## config.mk

```make
export PLATFORM = sky130hd
export DESIGN_NAME = output_buffer_streamer
export DESIGN_NICKNAME = d
export VERILOG_FILES = /design/src/rtl/output_buffer_streamer.sv
export SDC_FILE = /design/constraint.sdc
export NUM_CORES = 1
export LEC_CHECK = 0
export BUFFER_PORTS_ARGS = -buffer_cell sky130_fd_sc_hd__buf_2
export CAP_MARGIN = 20
export CORE_ASPECT_RATIO = 1.1
export CORE_MARGIN = 3
export CORE_UTILIZATION = 30
export DETAILED_ROUTE_END_ITERATION = 10
export PLACE_DENSITY = 0.56
export SETUP_SLACK_MARGIN = 0.02
export SYNTH_ARGS = -nofsm -noshare
export SYNTH_HDL_FRONTEND = slang
export SYNTH_SLANG_ARGS = --single-unit
```

## constraint.sdc

```tcl
create_clock -name clock -period 2.6 [get_ports clock]
set_input_delay 0.26 -clock clock [delete_from_list [all_inputs] [get_ports clock]]
set_output_delay 0.26 -clock clock [all_outputs]
set_load 0.005 [all_outputs]
```

## src/rtl/output_buffer_streamer.sv

```systemverilog
// Streams a flat buffer of signed samples out one per valid/ready handshake, in index order.
// Optional shadow buffer for gapless back-to-back streaming: define STREAMER_DOUBLE_BUFFER_EN.
module output_buffer_streamer #(
  parameter int buff_size   = 32,
  parameter int sample_size = 16
) (
  input  logic                             clock,
  input  logic                             reset,
  input  logic                             load_valid,
  input  logic [buff_size*sample_size-1:0] load_buffer,
  output logic                             load_ready,
  output logic [sample_size-1:0]           sample_out,
  output logic                             sample_valid,
  input  logic                             sample_ready,
  output logic                             sample_last,
  output logic                             busy,
  output logic                             state_dbg
);

  // Handshakes: a load completes on load_valid && load_ready, a sample on
  // sample_valid && sample_ready. Valid never waits on ready, and no output
  // depends combinationally on load_valid or sample_ready.

  localparam int IW = $clog2(buff_size);
  localparam logic [IW-1:0] LAST_IDX = IW'(buff_size - 1);

  typedef enum logic {
    IDLE   = 1'b0,
    STREAM = 1'b1
  } state_t;

  state_t                           state;
  logic [IW-1:0]                    index;
  logic [buff_size*sample_size-1:0] active;
  logic                             xfer;
  logic                             at_last;

`ifdef STREAMER_DOUBLE_BUFFER_EN
  logic [buff_size*sample_size-1:0] shadow;
  logic                             shadow_full;
`endif

  assign state_dbg    = state;
  assign sample_valid = (state == STREAM);
  assign busy         = (state == STREAM);
  assign at_last      = (index == LAST_IDX);
  assign sample_last  = (state == STREAM) && at_last;
  assign sample_out   = (state == STREAM) ? active[int'(index) * sample_size +: sample_size]
                                          : '0;
  assign xfer         = sample_valid && sample_ready;

`ifdef STREAMER_DOUBLE_BUFFER_EN
  assign load_ready = (state == IDLE) || !shadow_full;
`else
  assign load_ready = (state == IDLE);
`endif

  always_ff @(posedge clock or negedge reset) begin
    if (!reset) begin
      state  <= IDLE;
      index  <= '0;
      active <= '0;
`ifdef STREAMER_DOUBLE_BUFFER_EN
      shadow      <= '0;
      shadow_full <= 1'b0;
`endif
    end else begin
      case (state)
        IDLE: begin
          if (load_valid) begin
            active <= load_buffer;
            index  <= '0;
            state  <= STREAM;
          end
        end
        STREAM: begin
`ifdef STREAMER_DOUBLE_BUFFER_EN
          if (xfer && at_last) begin
            // Final sample leaves: refill from shadow, or straight from the
            // port when a load lands in this same cycle, else go idle.
            if (shadow_full) begin
              active      <= shadow;
              index       <= '0;
              shadow_full <= 1'b0;
            end else if (load_valid) begin
              active <= load_buffer;
              index  <= '0;
            end else begin
              state <= IDLE;
            end
          end else begin
            if (xfer) begin
              index <= index + 1'b1;
            end
            if (load_valid && !shadow_full) begin
              shadow      <= load_buffer;
              shadow_full <= 1'b1;
            end
          end
`else
          if (xfer) begin
            if (at_last) begin
              state <= IDLE;
            end else begin
              index <= index + 1'b1;
            end
          end
`endif
        end
        default: state <= IDLE;
      endcase
    end
  end

endmodule

```

==> reports/metrics.yaml, run 1 <==
synth_top_area_share_pct: 54.60
status: "finished with violations"
fmax_mhz: 322.4
worstMarginPinSlew_ns: 0.5853
critPathCaptureType: "primary output"
ant_nets: 0
cts_tree: "built"
dpl_cell_area_sq_um: 28160
overflow: 0
synth_top_area_cell: "dfrtp_1"
vdd_drop_max_uv: 624.9
vias_per_cell: 4.798
critPathMaxFanout: 6
finalCritPeriodShare_pct: 119.3
grt_max_degree: 87
yosys_register_bits: 518
rsz0062_at_grt: "yes"
syn_nets: 2014
startpoint_type: "flip-flop"
avgSynthCellArea_sq_um: 15.87
setup_violations: 16
grt_pass1_vias: 20470
cts_inserted_buffers: 59
place_hpwl_mm: 62.63
ys_types: 41
report.final.slew_viol_count: 0
die_area_sq_um: 82550
multiInputGateArea_sq_um: 10390
htreeDepth: 2
antenna_found_initial: 23
reg2reg_from: "index[1]"
path_clk_slew_ns: 0.06
clock_skew_ns: 0.01042
ys_warn_count: 0
row_count: 107
hold_violations: 0
setup-tns-final_ns: -6.619
drive_above_1_share_pct: 52.77
pin_count: 537
required_ns: 2.34
wl_mm: 87.58
r2r_cells: 10
clockRootBuffer: "clkbuf_16"
yosys-top-cells-area: "dfrtp_1 55%, mux2_2 24%, mux2i_1 4.7%"
grt_usage_pct: 20.90
timing.setup.critical_path_class: "flip-flop to primary output"
area.sequential_sq_um: 12970
finish.utilization_pct: 46.03
vias: 17790
core-area_sq_um: 77920
worstReg2RegEnd: "index[3]"
rrSetupSlack_ns: 0.43
maxSlewHeadroom_pct: 60.80
min_path_type: "primary input to asynchronous set/reset pin"
drt-initial-drc-count: 1031
cts.sinks: 518
synth_area_sq_um: 23740
grt_pass1_wl_mm: 128.3
die_height_um: 301.0
cp_data_arrival_time_ns: 2.84
drt_pass1_iterations: 4
place_ws_ns: -0.2226
drv_cap: 0
setup_ws_ns: -0.5019
initial_core_util_pct: 30.47
fin_crit_ns: 3.102
violations: "setup timing"
die_w_um: 274.2
p_leak_nw: 16.02
area_growth_pct: 51.08
finalNetCount: 3122
clock_path_buffers: 3
power.total_w: 0.04015
place.gp.congestion: 0.8418
postLayoutCellArea_sq_um: 35870
port_buffers: 536
yosysSeqAreaShare_pct: 54.60
powerDensity_nw_per_um2: 1119
syn_inst: 1496
drc: 0
insertion_delay_ns: 0.61
fill_cells: 6768
wl_per_cell_um: 23.62
-- how the worst max path moves through the flow --
stage,from,to,slack (ns)
finish,index[0],sample_out[4],-0.50
global route,index[0],sample_out[14],-0.60
CTS,index[0],sample_out[14],-0.55
detailed placement,index[0],sample_out[6],-0.22
global placement,index[0],sample_out[6],-0.18
floorplan,index[0],sample_out[11],0.63
-- metrics by stage --
step           cells  hold WS, ns
2_1_floorplan   1496     -0.03559
3_3_place_gp    3059       0.1905
3_5_place_dp    3059       0.1879
4_1_cts         3686       0.1108
5_1_grt         3703       0.1315
6_report        3708       0.1271
-- Yosys cell counts --
| master | n |
|---|---|
| nand3_1 | 2 |
| a211oi_1 | 15 |
| nor2_1 | 2 |
| mux4_2 | 45 |
| o221ai_1 | 15 |
| nor2b_1 | 5 |
| a221oi_2 | 13 |
| inv_2 | 1 |
| clkbuf_1 | 24 |
| mux4_4 | 1 |
| and3_1 | 1 |
| a211o_1 | 1 |
| and2_1 | 1 |
| xnor2_1 | 1 |
| buf_6 | 13 |
| xor2_1 | 1 |
| buf_4 | 6 |
| dlymetal6s2s_1 | 1 |
| ha_1 | 2 |
| buf_12 | 7 |
| a32o_1 | 1 |
| buf_1 | 1 |
| mux2_2 | 512 |
| a221oi_1 | 18 |
| mux4_1 | 35 |
| buf_2 | 62 |
| o21a_1 | 1 |
| a21oi_1 | 17 |
| o21bai_1 | 1 |
| nand2_1 | 3 |
| o21ai_0 | 3 |
| o21ai_1 | 15 |
| o221a_1 | 1 |
| nand4_1 | 1 |
| inv_1 | 1 |
| mux2i_1 | 112 |
| nand3b_1 | 1 |
| o22ai_1 | 19 |
| dlygate4sd1_1 | 2 |
| or2_2 | 15 |
| dfrtp_1 | 518 |
-- metal layers --
metal,track usage (%),part of all wire (%),vias to the layer above
met3,4.287,5.3,229
met2,36.53,50,609
met5,0,0.047,-
met4,9.355,4.6,6
li1,-,-,7925
met1,24.72,40,9022
-- cell type report --
cell class / instances / share of cell area, %
diodes: 22 / 0.1535
clock buffers: 85 / 4.807
clock inverters: 23 / 0.6384
inverters: 2 / 0.02093
multi-input cells: 860 / 28.96
flip-flops and latches: 518 / 36.16
well taps: 1035 / 3.611
repair buffers: 1163 / 25.64
-- worst max-delay path, stage by stage (launching register included) --
cell,delay [ns]
dfrtp_4,0.52
buf_8,0.16
buf_12,0.15
buf_4,0.16
buf_4,0.16
mux2i_1,0.14
o22ai_2,0.24
a211oi_4,0.10
a221oi_4,0.39
buf_2,0.19
-- flip-flops by register name (all words and copies together) (netlist names) --
name,cells
active,512
busy,1
index,5
-- repair_timing --
action,4_1_cts,5_1_grt
hold endpoints to repair,766,0
gates cloned,2,0
setup buffers,2,0
endpoints found under the setup margin,17,17
resized for setup,87,25
pin swaps,10,10
hold buffers,515,0
-- logic make-up after synthesis --
kind of cell,count (synthesis),synth area share [%]
adders and majority gates,2,0.1054
DFF,518,54.60
muxes,705,37.26
xor gates and xnor gates,2,0.07380
and+or+nand+nor,31,0.7590
AOI/OAI and AO/OA,120,3.942
buffers and inverters,118,3.257
-- layout by cell type, fill, tap and decap left out, types with 3 or more instances in the layout --
master / n
o22ai_2: 3
mux2_2: 512
a21oi_1: 8
a221oi_4: 6
buf_2: 528
o22ai_1: 16
or2_2: 5
dlygate4sd3_1: 515
buf_4: 74
clkbuf_1: 11
clkinvlp_4: 5
mux2i_2: 6
o21ai_2: 6
clkbuf_8: 15
mux2i_1: 106
nand2_1: 3
o21ai_1: 9
mux4_1: 25
o221ai_1: 11
buf_12: 27
o221ai_2: 3
dfrtp_1: 516
or2_4: 10
a221oi_2: 15
a221oi_1: 10
inv_6: 5
buf_6: 11
mux4_2: 55
a211oi_1: 3
a21oi_2: 8
clkbuf_16: 59
bufinv_16: 3
a211oi_2: 5
clkinv_2: 8
a211oi_4: 7
o21ai_0: 3
buf_8: 4
diode_2: 22
-- power breakdown --
group          switching [W]  internal [W]
logic                0.00768       0.00954
registers            0.00243        0.0121
clock network        0.00347       0.00490
total                 0.0136        0.0266
(Power assumes the default switching activity.)
==> run 2: changes to the inputs <==
--- a/constraint.sdc
+++ b/constraint.sdc
@@ -3,2 +3,2 @@
 set_output_delay 0.26 -clock clock [all_outputs]
-set_load 0.005 [all_outputs]
+set_load 0.05 [all_outputs]
==> run 2 against run 1 <==
  * The run still ends with setup timing left
  * Final area grew 1.8%
  * Highest routed layer unchanged
  * First-iteration DRC count shrank 3.7%
  * Global-route usage is essentially flat
  * Die area is the same
==> reports/metrics.yaml, run 2 (synthesized netlist as in run 1, its figures left out) <==
layout_common_cells: "518 x buf_2, 516 x dfrtp_1, 515 x dlygate4sd3_1"
drv_cap: 0  # unchanged
finalCritPeriodShare_pct: 125.9  # +6.6 points
overflow: 0  # unchanged
intPower_w: 0.02839  # +6.8%
cp_data_arrival_time_ns: 3.01  # +0.17 ns
worstMarginPinSlew_ns: 0.6527  # +0.06738 ns
grt_pass1_vias: 20220  # -1.2%
grt_pass1_wl_mm: 127.9  # -0.29%
drt_pass1_iterations: 4  # unchanged
hold_violations: 0  # unchanged
fin_crit_ns: 3.275  # +0.1728 ns
clock_path_buffers: 3  # unchanged
path_clk_slew_ns: 0.06  # about the same
violations: "setup timing"
cts.sinks: 518  # unchanged
critPathCaptureType: "primary output"
finalNetCount: 3135  # +0.42%
place_hpwl_mm: 62.03  # -0.96%
row_count: 107  # unchanged
p_comb_share_pct: 47.5  # +4.6 points
vias_per_cell: 4.822  # +0.49%
grt_usage_pct: 20.87  # -0.029 points
r2r_cells: 10  # unchanged
place.gp.congestion: 0.8266  # -1.8%
antenna_found_initial: 18  # -22%
initial_core_util_pct: 30.47  # unchanged
min_path_type: "primary input to asynchronous set/reset pin"
grt_max_degree: 77  # -11%
vdd_drop_max_uv: 1014  # +62%
drt-initial-drc-count: 993  # -3.7%
net-switching-power_w: 0.01528  # +13%
startpoint: "index[0]"
setup_violations: 17  # +1
clock_skew_ns: 0.01874  # +0.008317 ns
powerDensity_nw_per_um2: 1196  # +6.9%
wl_mm: 87.64  # about the same
insertion_delay_ns: 0.61  # about the same
die_height_um: 301.0  # unchanged
largest_reg_flops: 512  # unchanged
holdWs_ns: 0.2428  # +0.1158 ns
largest_register: "active"
cpPeakStageDelay_ns: 0.48  # -0.04 ns
status: "finished with violations"
htreeDepth: 2  # unchanged
cts_inserted_buffers: 58  # -1.7%
drive_above_1_share_pct: 53.85  # +1.1 points
clockRootBuffer: "clkbuf_16"
crit_path_top_delay_cell: "dfrtp_4"
report.final.slew_viol_count: 0  # unchanged
timing.setup.critical_path_class: "flip-flop to primary output"
path_cells: "buf_12 > buf_16 > buf_16 > mux2i_2 > a221oi_2 > o21ai_1 > buf_4 > a221oi_4 > buf_12"
maxSlewHeadroom_pct: 56.49  # -4.3 points
wl_per_cell_um: 23.57  # -0.21%
core-area_sq_um: 77920  # unchanged
place_ws_ns: -0.3766  # -0.1540 ns
ant_nets: 0  # unchanged
clkPwrFrac_pct: 19.4  # -1.4 points
port_buffers: 536  # unchanged
rsz0062_at_grt: "yes"
setup-tns-final_ns: -8.553  # -1.934 ns
mostFrequentLayoutCell: "buf_2"
reg2reg_from: "index[0]"
fmax_mhz: 305.4  # -5.3%
cts_tree: "built"
power.total_w: 0.04367  # +8.8%
p_leak_nw: 16.26  # +1.5%
worstReg2RegEnd: "index[2]"
die_area_sq_um: 82550  # unchanged
area_growth_pct: 53.76
share_seq_of_total_power_pct: 33.1  # -3.2 points
critPathMaxFanout: 7  # +1
rrSetupSlack_ns: 0.27  # -0.16 ns
vias: 17930  # +0.76%
startpoint_type: "flip-flop"
drc: 0  # unchanged
switching_share_pct: 34.98  # +1.2 points
required_ns: 2.34  # about the same
die_w_um: 274.2  # unchanged
pin_count: 537  # unchanged
setup_ws_ns: -0.6746  # -0.1728 ns
[run 2: worst max-delay path by stage]
stage	cells past startpoint	to	slack, ns
after global routing	9	sample_out[7]	-0.76
after CTS	8	sample_out[8]	-0.64
after floorplan	8	sample_out[13]	0.16
final	9	sample_out[7]	-0.67
after global placement	5	sample_out[7]	-0.36
after detailed placement	5	sample_out[7]	-0.38
[run 2: per-stage QoR]
stage | utilization [%] | cell area [sq um] | instances
floorplan | - | 23760 | 1496
global placement | 36.42 | 28380 | 3058
detailed placement | 36.43 | 28390 | 3059
CTS | 46.60 | 36310 | 3697
global route | 46.83 | 36490 | 3713
finish | 46.84 | 36500 | 3718
[run 2: cell type report]
cell class | instances | area [sq um]
Antenna cell | 18 | 45.04
Clock buffer | 82 | 1713
Clock inverter | 26 | 270.3
Fill cell | 6806 | 41420
Inverter | 2 | 7.507
Multi-Input combinational cell | 860 | 10580
Sequential cell | 518 | 12970
Tap cell | 1035 | 1295
Timing Repair Buffer | 1177 | 9620
[run 2: power by group through the flow]
stage | Sequential (W) | Combinational, W | Clock, W
finish | 0.0144 | 0.0207 | 0.00849
floorplan | 0.0135 | 0.0110 | 0
global placement | 0.0143 | 0.0175 | 0
CTS | 0.0144 | 0.0206 | 0.00870
global route | 0.0149 | 0.0220 | 0.00906
detailed placement | 0.0145 | 0.0178 | 0
[run 2: routing by layer]
metal | GRT usage, % | share of wire [%]
met2 | 36.20 | 51
met4 | 8.281 | 4.1
met1 | 25.46 | 40
met3 | 4.120 | 5.5
met5 | 0 | 0.050
[run 2: repair_timing]
action	in CTS	in global routing
hold buffers	515	0
pin swaps	31	25
buffers inserted	9	8
gates resized for setup	116	42
setup endpoints to repair	17	19
gates cloned	7	1
endpoints found under the hold margin	560	0
[run 2: critical path, delay by kind of cell, from the launching register on]
family,cells,cell delay (ns)
flip-flops,1,0.48
multiplexers,1,0.16
buffers and inverters,5,0.82
AO/OA/AOI/OAI,3,0.92
